<file path="config.mk">
export PLATFORM = sky130hd
export DESIGN_NAME = i2c_target_phy
export DESIGN_NICKNAME = d
export VERILOG_FILES = /design/src/rtl/i2c_pkg.sv /design/src/rtl/i2c_sync_filter.sv /design/src/rtl/i2c_target_phy.sv
export SDC_FILE = /design/constraint.sdc
export NUM_CORES = 1
export LEC_CHECK = 0
export CORE_MARGIN = 1
export CORE_UTILIZATION = 30
export DETAILED_ROUTE_END_ITERATION = 8
export HOLD_SLACK_MARGIN = 0.03
export PLACE_DENSITY_LB_ADDON = 0.12
export SETUP_SLACK_MARGIN = 0.05
export SYNTH_ARGS = -nofsm -noshare
export SYNTH_HDL_FRONTEND = slang
export SYNTH_HIERARCHICAL = 1
export SYNTH_SLANG_ARGS = --single-unit
</file>
<file path="constraint.sdc">
create_clock -name clk -period 3.52 [get_ports clk]
set_clock_uncertainty 0.05 [all_clocks]
set_input_delay 0.352 -clock clk [delete_from_list [all_inputs] [get_ports clk]]
set_output_delay 0.352 -clock clk [all_outputs]
set_load 0.02 [all_outputs]
</file>
<file path="src/rtl/i2c_pkg.sv">
// Shared I2C constants, PHY state encoding and address-match helper.
// Latency: none (declarations only).
// Backpressure: none (declarations only).
package i2c_pkg;

  localparam int I2C_DATA_WIDTH           = 8;
  localparam int I2C_ADDR_WIDTH           = 7;
  localparam int I2C_FILTER_DEPTH_DEFAULT = 3;
  localparam int I2C_BITS_PER_BYTE        = 8;

  typedef enum logic [1:0] {
    PHY_IDLE   = 2'd0,
    PHY_RX     = 2'd1,
    PHY_ACK    = 2'd2,
    PHY_IGNORE = 2'd3
  } phy_state_t;

  // True when an address byte selects this target for a write (R/W bit = 0).
  function automatic logic addr_write_match(input logic [I2C_DATA_WIDTH-1:0] addr_byte,
                                            input logic [I2C_ADDR_WIDTH-1:0] dev_addr);
    return (addr_byte[I2C_DATA_WIDTH-1:1] == dev_addr) && !addr_byte[0];
  endfunction

endpackage

</file>
<file path="src/rtl/i2c_sync_filter.sv">
// Two-flop synchroniser plus deglitch filter for one open-drain bus line; idles high.
// Latency: 2 + FILTER_DEPTH clk from raw pin change to filtered output change.
// Backpressure: none; free-running sampler, pulses shorter than FILTER_DEPTH are absorbed.
module i2c_sync_filter
  import i2c_pkg::*;
#(
  parameter int FILTER_DEPTH = I2C_FILTER_DEPTH_DEFAULT
) (
  input  logic clk,
  input  logic reset_n,
  input  logic raw,
  output logic filt
);

  logic [1:0] sync_q;
  logic [3:0] cnt_q;

  // Metastability guard: raw pad into the clk domain, reset to the idle-high level.
  always_ff @(posedge clk or negedge reset_n) begin
    if (!reset_n) begin
      sync_q <= 2'b11;
    end else begin
      sync_q <= {sync_q[0], raw};
    end
  end

  // Accept a new level only after FILTER_DEPTH consecutive samples disagree with the output.
  always_ff @(posedge clk or negedge reset_n) begin
    if (!reset_n) begin
      filt  <= 1'b1;
      cnt_q <= 4'd0;
    end else if (sync_q[1] == filt) begin
      cnt_q <= 4'd0;
    end else if (cnt_q == 4'(FILTER_DEPTH - 1)) begin
      filt  <= sync_q[1];
      cnt_q <= 4'd0;
    end else begin
      cnt_q <= cnt_q + 4'd1;
    end
  end

endmodule

</file>
<file path="src/rtl/i2c_target_phy.sv">
// Write-only I2C target bit engine: START/STOP detect, MSB-first byte shift, ACK/NACK drive.
// Latency: strobes 1 clk after the filtered bus edge (3 + FILTER_DEPTH clk after the pin edge).
// Backpressure: none; the bus master sets the pace, strobes are single-cycle and never stall.
module i2c_target_phy
  import i2c_pkg::*;
#(
  parameter logic [I2C_ADDR_WIDTH-1:0] DEVICE_ADDR  = 7'h40,
  parameter int                        FILTER_DEPTH = I2C_FILTER_DEPTH_DEFAULT
) (
  input  logic                      clk,
  input  logic                      reset_n,
  input  logic                      scl_i,
  input  logic                      sda_i,
  output logic                      sda_oe,
  output logic                      start,
  output logic                      stop,
  output logic                      rx_valid,
  output logic [I2C_DATA_WIDTH-1:0] rx_data,
  output logic                      busy
);

  logic scl_f, sda_f;
  logic scl_q, sda_q;
  logic scl_rise, scl_fall, start_det, stop_det;

  phy_state_t                state_q, state_d;
  logic [3:0]                bit_cnt_q, bit_cnt_d;
  logic                      byte_idx_q, byte_idx_d;
  logic                      byte_done_q, byte_done_d;
  logic [I2C_DATA_WIDTH-1:0] shreg_q, shreg_d;
  logic [I2C_DATA_WIDTH-1:0] rx_data_d;
  logic [I2C_DATA_WIDTH-1:0] new_byte;
  logic                      sda_oe_d, busy_d, start_d, stop_d, rx_valid_d;

  i2c_sync_filter #(.FILTER_DEPTH(FILTER_DEPTH)) u_scl_filt (
    .clk     (clk),
    .reset_n (reset_n),
    .raw     (scl_i),
    .filt    (scl_f)
  );

  i2c_sync_filter #(.FILTER_DEPTH(FILTER_DEPTH)) u_sda_filt (
    .clk     (clk),
    .reset_n (reset_n),
    .raw     (sda_i),
    .filt    (sda_f)
  );

  // Previous filtered levels for edge detection; idle bus is high on both lines.
  always_ff @(posedge clk or negedge reset_n) begin
    if (!reset_n) begin
      scl_q <= 1'b1;
      sda_q <= 1'b1;
    end else begin
      scl_q <= scl_f;
      sda_q <= sda_f;
    end
  end

  assign scl_rise  =  scl_f & ~scl_q;
  assign scl_fall  = ~scl_f &  scl_q;
  assign start_det =  scl_f &  sda_q & ~sda_f;
  assign stop_det  =  scl_f & ~sda_q &  sda_f;
  assign new_byte  = {shreg_q[I2C_DATA_WIDTH-2:0], sda_f};

  // Next-state and output decode; bus conditions outrank any same-cycle SCL edge.
  always_comb begin
    state_d     = state_q;
    bit_cnt_d   = bit_cnt_q;
    byte_idx_d  = byte_idx_q;
    byte_done_d = byte_done_q;
    shreg_d     = shreg_q;
    rx_data_d   = rx_data;
    sda_oe_d    = sda_oe;
    busy_d      = busy;
    start_d     = 1'b0;
    stop_d      = 1'b0;
    rx_valid_d  = 1'b0;

    if (start_det) begin
      state_d     = PHY_RX;
      bit_cnt_d   = 4'd0;
      byte_idx_d  = 1'b0;
      byte_done_d = 1'b0;
      sda_oe_d    = 1'b0;
      busy_d      = 1'b1;
      start_d     = 1'b1;
    end else if (stop_det) begin
      state_d     = PHY_IDLE;
      bit_cnt_d   = 4'd0;
      byte_done_d = 1'b0;
      sda_oe_d    = 1'b0;
      busy_d      = 1'b0;
      stop_d      = 1'b1;
    end else begin
      case (state_q)
        PHY_RX: begin
          if (scl_rise && !byte_done_q) begin
            shreg_d = new_byte;
            if (bit_cnt_q == 4'(I2C_BITS_PER_BYTE - 1)) begin
              rx_data_d   = new_byte;
              rx_valid_d  = 1'b1;
              bit_cnt_d   = 4'd0;
              byte_done_d = 1'b1;
            end else begin
              bit_cnt_d = bit_cnt_q + 4'd1;
            end
          end else if (scl_fall && byte_done_q) begin
            // SCL low after the 8th bit: decide ACK vs NACK for the 9th clock.
            byte_done_d = 1'b0;
            byte_idx_d  = 1'b1;
            if (!byte_idx_q && !addr_write_match(shreg_q, DEVICE_ADDR)) begin
              sda_oe_d = 1'b0;
              state_d  = PHY_IGNORE;
            end else begin
              sda_oe_d = 1'b1;
              state_d  = PHY_ACK;
            end
          end
        end
        PHY_ACK: begin
          if (scl_fall) begin
            sda_oe_d = 1'b0;
            state_d  = PHY_RX;
          end
        end
        default: begin
        end
      endcase
    end
  end

  // State, datapath and strobe registers.
  always_ff @(posedge clk or negedge reset_n) begin
    if (!reset_n) begin
      state_q     <= PHY_IDLE;
      bit_cnt_q   <= 4'd0;
      byte_idx_q  <= 1'b0;
      byte_done_q <= 1'b0;
      shreg_q     <= '0;
      rx_data     <= '0;
      sda_oe      <= 1'b0;
      busy        <= 1'b0;
      start       <= 1'b0;
      stop        <= 1'b0;
      rx_valid    <= 1'b0;
    end else begin
      state_q     <= state_d;
      bit_cnt_q   <= bit_cnt_d;
      byte_idx_q  <= byte_idx_d;
      byte_done_q <= byte_done_d;
      shreg_q     <= shreg_d;
      rx_data     <= rx_data_d;
      sda_oe      <= sda_oe_d;
      busy        <= busy_d;
      start       <= start_d;
      stop        <= stop_d;
      rx_valid    <= rx_valid_d;
    end
  end

endmodule

</file>
======== Yosys cells after proc, flatten, opt, wreduce, memory -nomap -nowiden ========
Index checks and enable logic that the tools add are counted.
W data, S select, Z words.
cells by class
  multiplexer cells ....................... 44
  $add $sub $neg .......................... 3
  bitwise logic cells ..................... 14
  reductions and logical operators ........ 23
  equal/unequal tests ..................... 14
operators by type and width
  operator               number
  $mux W4                9
  $mux W1                28
  $add A4 B1 Y4 const B  3
  $ne A4 B4 Y1 const B   3
  $reduce_and A4 Y1      3
  $mux W2                5
  $eq A4 B2 Y1 const B   2
  $not A1 Y1             8
  $reduce_bool A4 Y1     2
  $eq A7 B7 Y1 const B   1
  $and A1 B1 Y1          6
  $reduce_and A2 Y1      3
  $reduce_bool A2 Y1     3
  $reduce_bool A3 Y1     2
  $reduce_and A5 Y1      1
  $eq A4 B3 Y1 const B   1
  $logic_and A1 B1 Y1    4
  $logic_not A1 Y1       4
  $ne A2 B2 Y1 const B   2
  $ne A4 B3 Y1 const B   1
  $pmux W2 S2            1
  $reduce_and A3 Y1      1
  $eq A1 B1 Y1           2
  $eq A2 B1 Y1 const B   1
  2 further kinds        2
storage, ports and cells
  register bits after elaboration ......... 45
  output and inout bits ................... 13
  word-level logic and storage cells ...... 117

======== Depth between registers and ports, before layout ========
Gate-level depths: netlist of run 1.
  depth after elaboration ................. 10
  depth in mapped cells ................... 7

======== Modules after synthesis ========
The synthesis of run 1 kept the hierarchy.
by module, submodules not included
  module                        area each (um^2)  cells each  times used  seq. area each (um^2)
  i2c_target_phy                1341.3            102         1           778.2
  i2c_sync_filter (u_sda_filt)  287.8             22          1           178.9
  i2c_sync_filter (u_scl_filt)  286.5             22          1           178.9

======== Worst setup path before layout of run 1 ========
OpenSTA, ideal clock, no wires.
  path kind ............................... register to register
  start point ............................. register state_q[1]
  end point ............................... register rx_data[0]
  setup time .............................. 0.125 ns
  arrival time ............................ 1.688 ns
  data required time ...................... 3.345 ns
  cell stages (with the launch flop) ...... 8
  period minus slack after synthesis ...... 1.863 ns
  setup slack ............................. 1.657 ns
  cell sequence ........................... dfrtp_1 > inv_1 > ha_1 > nand4bb_4 > or2_1 > buf_6 > nor2_8 > mux2_2
between the ends
  cells in the longest elaborated chain, start to end .. 2
RTL lines
  element                      RTL line               source
  start, declared              i2c_target_phy.sv:26   phy_state_t state_q, state_d;
  start signal, assigned       i2c_target_phy.sv:148  state_q <= state_d;
  $eq A2 B1 Y1                 i2c_target_phy.sv:96   case (state_q)
  $reduce_and A5 Y1 (no line)  --
  end signal, assigned         i2c_target_phy.sv:153  rx_data <= rx_data_d;
  end, declared                i2c_target_phy.sv:18   output logic [I2C_DATA_WIDTH-1:0] rx_data,
Every way passes these cells.
A chain may end at the register's enable or synchronous reset.

======== Final worst setup path of run 1 ========
  start point ............................. register state_q[1]
  end point ............................... register rx_data[3]
Same word-level chain as after synthesis.

==> results.py, run 1 <==
metrics = {
    "global_route": {
        "track_usage_pct": 11.4,
        "grt_pass1_vias": 1169,
        "antenna_found_initial": 0,
        "grt-ovfl-total": 0,
        "grt_pass1_wl_um": 5630,
        "grt_max_degree": 46,
    },
    "logic_synthesis": {
        "synth_cell_types": 36,
        "synth_common_cells": "dfrtp_1, mux2_2, nor2_1, dfstp_2, nand2_1",
        "ys_async_sr_fraction_pct": 100,
        "synthMuxAreaShare_pct": 11.5,
        "synth_top_area_share_pct": 48.3,
        "synth.most_common_cell": "dfrtp_1",
        "synth.top_cells.by_area": "dfrtp_1, dfstp_2, mux2_2",
        "synth-simple-area-share_pct": 13.3,
        "yosys.area_share.adder_pct": 4.57,
        "syn_avg_cell_area_um2": 13.1,
        "ys_seq_area_share_pct": 59.3,
        "synth_top_family_by_area": "simple AND/OR/NAND/NOR gates",
        "syn-cell-area_um2": 1920,
        "synth_xor_area_share_pct": 3.66,
        "synthFlopType": "dfrtp_1",
        "synth-compound-area-share_pct": 5.55,
        "ys_ff_latch": 45,
        "synth_edf_count": 0,
        "synth.largest_area_cell": "dfrtp_1",
        "synthesis.nets": 157,
        "syn-instance-count": 146,
        "yosys_warnings": 6,
    },
    "timing": {
        "hold_viol_final": 0,
        "worstMarginPinSlew_ns": 0.976,
        "slew_headroom_pct": 34.9,
        "fmax_mhz": 467,
        "drv_slew": 0,
        "fin_crit_sh_pct": 60.9,
        "setup_viol": 0,
        "fin_crit_ns": 2.14,
        "fin_setup_tns_ns": 0,
        "rsz0062_at_grt": "no",
    },
    "flow_run": {
        "cap_violations": 0,
    },
    "setup_path": {
        "r2r_setup_slack_ns": 1.38,
        "cp_data_required_time_ns": 3.66,
        "reg2reg_to": "rx_data[3]",
        "crit_fanout": 10,
        "cp.arrival_ns": 2.28,
        "critPathLaunch": "state_q[1]",
        "critPathKind": "flop to flop",
        "start_kind": "flop",
        "r2r_start": "state_q[1]",
        "rr_worst_depth": 6,
        "crit_end": "rx_data[3]",
        "critPathCaptureType": "flop",
    },
    "die": {
        "rows": 28,
        "fp.dieW_um": 81.9,
        "dieArea_um2": 6710,
        "core_um2": 6030,
        "chipHeight_um": 81.9,
        "num_io_pins": 17,
        "initial_core_util_pct": 31.8,
    },
    "clock_tree": {
        "cts_tree": "done",
        "cts_buffer_depth": 2,
        "insertion_delay_ns": 0.30,
        "root_buffer": "clkbuf_8",
        "postCtsSetupBuffers": 0,
        "clock-sinks": 45,
        "cts_buffers": 5,
        "clk_pin_slew_ns": 0.09,
        "cts_resized": 0,
        "postCtsHoldBufs": 0,
        "cts_max_level": 2,
    },
    "finish": {
        "drive_gt1_share_pct": 25.6,
        "syn_to_final_growth_pct": 17.0,
        "fin_area_um2": 2240,
        "num_antenna_cells": 0,
        "fin_nets": 178,
        "fillers": 603,
    },
    "placement": {
        "place_hpwl_um": 2130,
        "portBuffers": 16,
        "gp_congestion": 0.759,
        "placed_cell_area_um2": 2150,
    },
    "detailed_routing": {
        "drc": 0,
        "ant_nets": 0,
        "routed_wl_um": 3080,
        "wl_per_cell_um": 12.7,
        "num_vias": 1109,
        "firstDrtPassIters": 3,
        "drtIter0Drc": 58,
        "via_per_inst": 4.56,
    },
    "power_and_ir_drop": {
        "vdd_drop_max_mv": 0.306,
        "powerDensity_nw_per_um2": 690,
        "power.leakage_nw": 1.06,
    },
    "status": {
        "status": "complete, no violations",
    },
    "worst_hold_path": {
        "hold_class": "input port to asynchronous set/reset pin",
    },
}
==> sequential cells by signal (all words and copies together) (netlist names) <==
| signal | flops |
|---|---|
| rx_data | 8 |
| shreg_q | 8 |
| bit_cnt_q | 4 |
| u_scl_filt/cnt_q | 4 |
| u_sda_filt/cnt_q | 4 |
| state_q | 2 |
| u_scl_filt/sync_q | 2 |
| u_sda_filt/sync_q | 2 |
| busy | 1 |
| byte_done_q | 1 |
| byte_idx_q | 1 |
| rx_valid | 1 |
| scl_q | 1 |
| sda_oe | 1 |
| sda_q | 1 |
| start | 1 |
| stop | 1 |
| u_scl_filt/filt | 1 |
| u_sda_filt/filt | 1 |
==> layout by cell type (no fill, tap or decap), types with 4 or more instances in the layout <==
cell and count:
dfrtp_1 37, mux2_2 16, clkdlybuf4s50_1 15, nor2_1 12, nand2_1 8, dfstp_2 8, inv_1 7, a21oi_1 7
ha_1 7, clkbuf_8 5, nand3b_1 4, xor2_1 4, o21ai_0 4, xnor2_1 4
==> report_power, final <==
| group | leakage, nW | internal (mW) | switching [mW] | total (mW) |
|---|---|---|---|---|
| combinational | 0.427 | 0.227 | 0.220 | 0.448 |
| sequential | 0.582 | 0.653 | 0.122 | 0.775 |
| clock | 0.0481 | 0.141 | 0.181 | 0.322 |
==> layer usage <==
layer	vias up	GRT usage [%]	part of all wire (%)
li1	544	-	-
met1	553	14.3	46
met2	10	17.9	51
met3	2	3.67	2.0
met4	0	4.74	0.75
met5	-	0	0
==> metrics by stage <==
stage	total power [mW]	hold WS [ns]	setup WS (ns)	utilization (%)	std cells
after floorplan	1.12	0.00641	1.66	-	146
after global placement	1.23	0.297	1.44	35.7	235
after detailed placement	1.24	0.297	1.36	35.7	235
after CTS	1.58	0.197	1.35	37.2	243
after global routing	1.68	0.235	1.26	37.2	243
final	1.55	0.158	1.38	37.2	243
==> critical path: stages, from the launching register on <==
cell and delay, ns:
dfrtp_1 0.41, inv_1 0.06, ha_1 0.31, nand4bb_4 0.15, or2_1 0.44, nor2_8 0.25
mux2_2 0.36
==> layout make-up <==
| type | count | area (um2) | area share, % |
|---|---|---|---|
| clock buffers | 5 | 68.8 | 3.07 |
| clock inverters | 3 | 22.5 | 1.01 |
| inverters | 7 | 26.3 | 1.17 |
| multi-input cells | 92 | 738 | 32.9 |
| flip-flops and latches | 45 | 1140 | 50.7 |
| well taps | 75 | 93.8 | 4.19 |
| repair buffers | 16 | 155 | 6.92 |
==> logic make-up (layout without fill, tap and decap cells) <==
| kind of cell | Yosys count | after routing |
|---|---|---|
| and+or+nand+nor | 41 | 41 |
| muxes | 19 | 19 |
| xor gates and xnor gates | 8 | 8 |
| buffers and inverters | 9 | 31 |
| DFF | 45 | 45 |
| AOI/OAI and AO/OA | 17 | 17 |
| adders and majority gates | 7 | 7 |
==> worst min path at each step <==
stage                               startpoint                   end  slack (ns)  cells after the start
after floorplan                        reset_n          bit_cnt_q[0]       0.006                      0
after global placement    u_scl_filt/sync_q[0]  u_scl_filt/sync_q[1]        0.30                      0
after detailed placement  u_scl_filt/sync_q[0]  u_scl_filt/sync_q[1]        0.30                      0
after CTS                              reset_n            rx_data[0]        0.20                      1
after global routing                   reset_n            rx_data[2]        0.23                      1
final                                  reset_n   u_sda_filt/cnt_q[0]        0.16                      1
Note: power is estimated with default switching activity, not from simulation.
==> run 2: changes to the inputs <==
Clock period 3.52 ns to 2.05 ns, I/O delays scaled along.
==> run 2 against run 1 <==
Net effect: clock power up 110%; worst setup slack worse by 1.2 ns; critical path depth unchanged; critical path type unchanged; largest power group unchanged; highest routed layer unchanged.
==> results.py, run 2 (synthesized netlist as in run 1, its figures left out) <==
metrics = {
    "timing": {
        "fmax_mhz": 539,
        "drv_slew": 0,
        "worst_slack_ns": 0.196,
        "fin_setup_tns_ns": 0,
        "setup_viol": 0,
        "fin_crit_ns": 1.85,
        "slew_headroom_pct": 63.0,
        "fin_crit_sh_pct": 90.5,
        "fin_hold_ws_ns": 0.264,
        "worstMarginPinSlew_ns": 0.554,
        "hold_viol_final": 0,
        "rsz0062_at_grt": "no",
    },
    "finish": {
        "final_common_cell": "dfrtp_1",
        "syn_to_final_growth_pct": 20.4,
        "final_cell_mix": "dfrtp_1, mux2_2, clkdlybuf4s50_1, nor2_1",
        "drive_gt1_share_pct": 26.6,
        "top_regs": "rx_data x8, shreg_q x8",
        "fin_nets": 183,
        "num_antenna_cells": 0,
        "finalNonFillerCells": 248,
    },
    "global_route": {
        "grt_max_degree": 46,
        "antenna_found_initial": 0,
        "grt_pass1_vias": 1187,
        "grt_pass1_wl_um": 5510,
        "grt-ovfl-total": 0,
        "track_usage_pct": 11.1,
    },
    "die": {
        "fp.dieW_um": 81.9,
        "rows": 28,
        "initial_core_util_pct": 31.8,
        "chipHeight_um": 81.9,
        "dieArea_um2": 6710,
        "num_io_pins": 17,
        "core_um2": 6030,
    },
    "flow_run": {
        "cap_violations": 0,
    },
    "clock_tree": {
        "postCtsSetupBuffers": 0,
        "insertion_delay_ns": 0.29,
        "cts_buffer_depth": 2,
        "cts_buffers": 5,
        "cts_tree": "done",
        "root_buffer": "clkbuf_8",
        "postCtsHoldBufs": 1,
        "cts_max_level": 2,
        "clk_pin_slew_ns": 0.08,
        "clock-sinks": 45,
        "cts_resized": 0,
    },
    "setup_path": {
        "cp_data_required_time_ns": 2.18,
        "critPathCaptureType": "flop",
        "r2r_start": "state_q[1]",
        "critPathKind": "flop to flop",
        "crit_fanout": 9,
        "critPathLaunch": "state_q[1]",
        "start_kind": "flop",
        "cp.arrival_ns": 1.98,
    },
    "worst_hold_path": {
        "min_from": "scl_i",
        "hold_class": "input port to flop",
    },
    "power_and_ir_drop": {
        "power.leakage_nw": 1.09,
        "total_power_mw": 2.84,
        "powerDensity_nw_per_um2": 1230,
        "vdd_drop_max_mv": 0.561,
    },
    "detailed_routing": {
        "drtIter0Drc": 33,
        "wl_per_cell_um": 12.8,
        "num_vias": 1148,
        "ant_nets": 0,
        "firstDrtPassIters": 4,
        "drc": 0,
        "routed_wl_um": 3170,
        "via_per_inst": 4.63,
    },
    "status": {
        "status": "complete, no violations",
    },
    "placement": {
        "dpl.cell_count": 239,
        "place_hpwl_um": 2180,
        "portBuffers": 16,
        "post-place-ws_ns": 0.197,
        "gp_congestion": 0.743,
    },
}
## run 2: cell count changes in the layout (fill, tap and decap cells not counted), sizes merged
cell         previous run  this run
clkinv                  3         0
bufinv                  0         1
buf                     1         5
dlygate4sd3             0         1
clkbuf                  5         7
## run 2: where the power goes
group	total, mW	internal, mW	switching [mW]
clock network	0.689	0.397	0.291
registers	1.32	1.12	0.195
logic	0.838	0.426	0.412
## run 2: per-layer routing
metal  GRT usage (%)  up-vias  share of wire, %
met3            3.33        6               3.3
met2            17.9       15                50
met4            5.44        0               2.2
li1                -      552                 -
met1            13.3      575                45
met5               0        -                 0
## run 2: area by class of cell
cell class                      instances  area, um2
Fill cell                             586       3720
Sequential cell                        45       1140
Multi-Input combinational cell         92        738
Timing Repair Buffer                   21        195
Tap cell                               75       93.8
Clock buffer                            7       86.3
Clock inverter                          1       30.0
Inverter                                7       26.3
## run 2: path summary, 6_finish.rpt
path                            slack (ns)  cells past startpoint              endpoint
worst max-delay path                  0.20                      6            rx_data[0]
min in group asynchronous             0.46                      3   u_sda_filt/cnt_q[2]
max in group asynchronous             1.11                      3       u_scl_filt/filt
worst min-delay path                  0.26                      1  u_scl_filt/sync_q[0]
worst max register to register        0.20                      6            rx_data[0]
worst min register to register        0.31                      0  u_sda_filt/sync_q[1]
## run 2: critical path, stage by stage, from the launching register on
cell and delay (ns):
dfrtp_1 0.41, inv_1 0.06, ha_1 0.20, nand4bb_4 0.14
or2_1 0.32, nor2_8 0.20, mux2_2 0.37
## run 2: metrics by stage
stage | utilization (%) | cell area (um2)
6_report | 38.3 | 2310
5_1_grt | 38.3 | 2310
4_1_cts | 38.3 | 2310
3_5_place_dp | 36.2 | 2180
3_3_place_gp | 36.2 | 2180
2_1_floorplan | - | 1920
==> run 3: changes to the inputs <==
Clock period 2.05 ns to 1.9 ns, I/O delays scaled along.
==> run 3 against run 2 <==
Net effect: worst setup slack got worse by 0.058 ns; sequential cell count unchanged; critical path depth unchanged; clock power increased by 7.1%; design area increased by 2.7%; die area unchanged; non-clock buffer count increased by 3; cell count increased by 1.6%; total power increased by 9.8%.
==> results.py, run 3 (synthesized netlist as in run 1, its figures left out) <==
metrics = {
    "status": {
        "status": "complete, no violations",
    },
    "clock_tree": {
        "insertion_delay_ns": 0.29,
        "cts_buffers": 5,
        "clk_pin_slew_ns": 0.08,
        "root_buffer": "clkbuf_8",
        "cts_max_level": 2,
        "clock-sinks": 45,
        "cts_tree": "done",
        "cts_buffer_depth": 2,
    },
    "setup_path": {
        "critPathKind": "flop to flop",
        "crit_fanout": 5,
        "cp_data_required_time_ns": 2.03,
        "critPathCaptureType": "flop",
        "start_kind": "flop",
        "cp.arrival_ns": 1.90,
    },
    "global_route": {
        "track_usage_pct": 11.3,
        "grt_pass1_vias": 1170,
        "grt_pass1_wl_um": 5550,
        "antenna_found_initial": 0,
        "grt_max_degree": 25,
        "grt-ovfl-total": 0,
    },
    "timing": {
        "fin_crit_sh_pct": 92.7,
        "fin_crit_ns": 1.76,
        "drv_slew": 0,
        "hold_viol_final": 0,
        "setup_viol": 0,
        "fin_setup_tns_ns": 0,
        "fmax_mhz": 568,
        "worstMarginPinSlew_ns": 0.517,
        "rsz0062_at_grt": "no",
        "fin_hold_ws_ns": 0.256,
        "slew_headroom_pct": 65.5,
    },
    "detailed_routing": {
        "firstDrtPassIters": 4,
        "num_vias": 1144,
        "drtIter0Drc": 48,
        "wl_per_cell_um": 13.0,
        "ant_nets": 0,
        "routed_wl_um": 3270,
        "via_per_inst": 4.54,
        "drc": 0,
    },
    "die": {
        "core_um2": 6030,
        "num_io_pins": 17,
        "fp.dieW_um": 81.9,
        "chipHeight_um": 81.9,
        "dieArea_um2": 6710,
        "initial_core_util_pct": 31.8,
        "rows": 28,
    },
    "finish": {
        "final_common_cell": "dfrtp_1",
        "final_cell_mix": "dfrtp_1, mux2_2, clkdlybuf4s50_1, nor2_1",
        "syn_to_final_growth_pct": 23.6,
        "fin_nets": 187,
        "drive_gt1_share_pct": 30.5,
        "top_regs": "rx_data x8, shreg_q x8",
        "fillers": 601,
        "num_antenna_cells": 0,
    },
    "power_and_ir_drop": {
        "powerDensity_nw_per_um2": 1320,
        "total_power_mw": 3.12,
        "power.leakage_nw": 1.11,
        "vdd_drop_max_mv": 0.602,
    },
    "placement": {
        "gp_congestion": 0.735,
        "portBuffers": 16,
        "place_hpwl_um": 2360,
    },
    "worst_hold_path": {
        "hold_class": "input port to flop",
    },
    "flow_run": {
        "cap_violations": 0,
    },
}
[run 3: where the power goes]
group          internal, mW  total (mW)  leakage (nW)  switching [mW]
Combinational         0.496       0.985         0.473           0.489
Clock                 0.429       0.738        0.0585           0.309
Sequential             1.21        1.40         0.582           0.189
Total                  2.13        3.12          1.11           0.987
[run 3: worst max-delay path, cell delays in order (launching register included)]
cell	delay [ns]
dfrtp_1	0.40
inv_1	0.06
ha_2	0.20
nand4bb_4	0.13
or2_4	0.29
nor2_8	0.16
mux2_2	0.35
[run 3: stage by stage]
step / utilization (%) / setup slack (ns) / instance area (um2) / std cells
2_1_floorplan: - / 0.0815 / 1920 / 146
3_5_place_dp: 36.7 / 0.0526 / 2210 / 241
3_3_place_gp: 36.7 / 0.107 / 2210 / 241
6_report: 39.3 / 0.138 / 2370 / 252
5_1_grt: 39.3 / 0.0580 / 2370 / 252
4_1_cts: 39.0 / 0.0749 / 2350 / 251
[run 3: metal layers]
layer / routed length [um] / GRT usage, %
met1: 1460 / 13.6
met2: 1650 / 18.5
met3: 106 / 3.33
met4: 59 / 5.26
met5: 0 / 0
[run 3: what timing repair did]
item	4_1_cts	5_1_grt
endpoints found under the setup margin	8	10
pin swaps	1	2
setup buffers	0	1
gates cloned	1	0
resized for setup	1	2
hold buffers	1	0
endpoints found under the hold margin	13	0
[run 3: layout make-up]
cell class	count	area, um2	area share [%]
multi-input cells	93	764	32.3
clock inverters	1	30.0	1.27
inverters	7	26.3	1.11
clock buffers	7	86.3	3.65
well taps	75	93.8	3.96
repair buffers	24	230	9.73
flip-flops and latches	45	1140	48.0
[run 3: path summary, 6_finish.rpt]
kind	start	end	slack, ns	cells after the start
min in group asynchronous	reset_n	u_sda_filt/cnt_q[1]	0.34	2
hold reg to reg	u_sda_filt/sync_q[0]	u_sda_filt/sync_q[1]	0.30	0
setup / recovery	state_q[1]	rx_data[3]	0.14	6
hold / removal	scl_i	u_scl_filt/sync_q[0]	0.26	1
setup reg to reg	state_q[1]	rx_data[3]	0.14	6
max in group asynchronous	reset_n	bit_cnt_q[0]	0.96	3
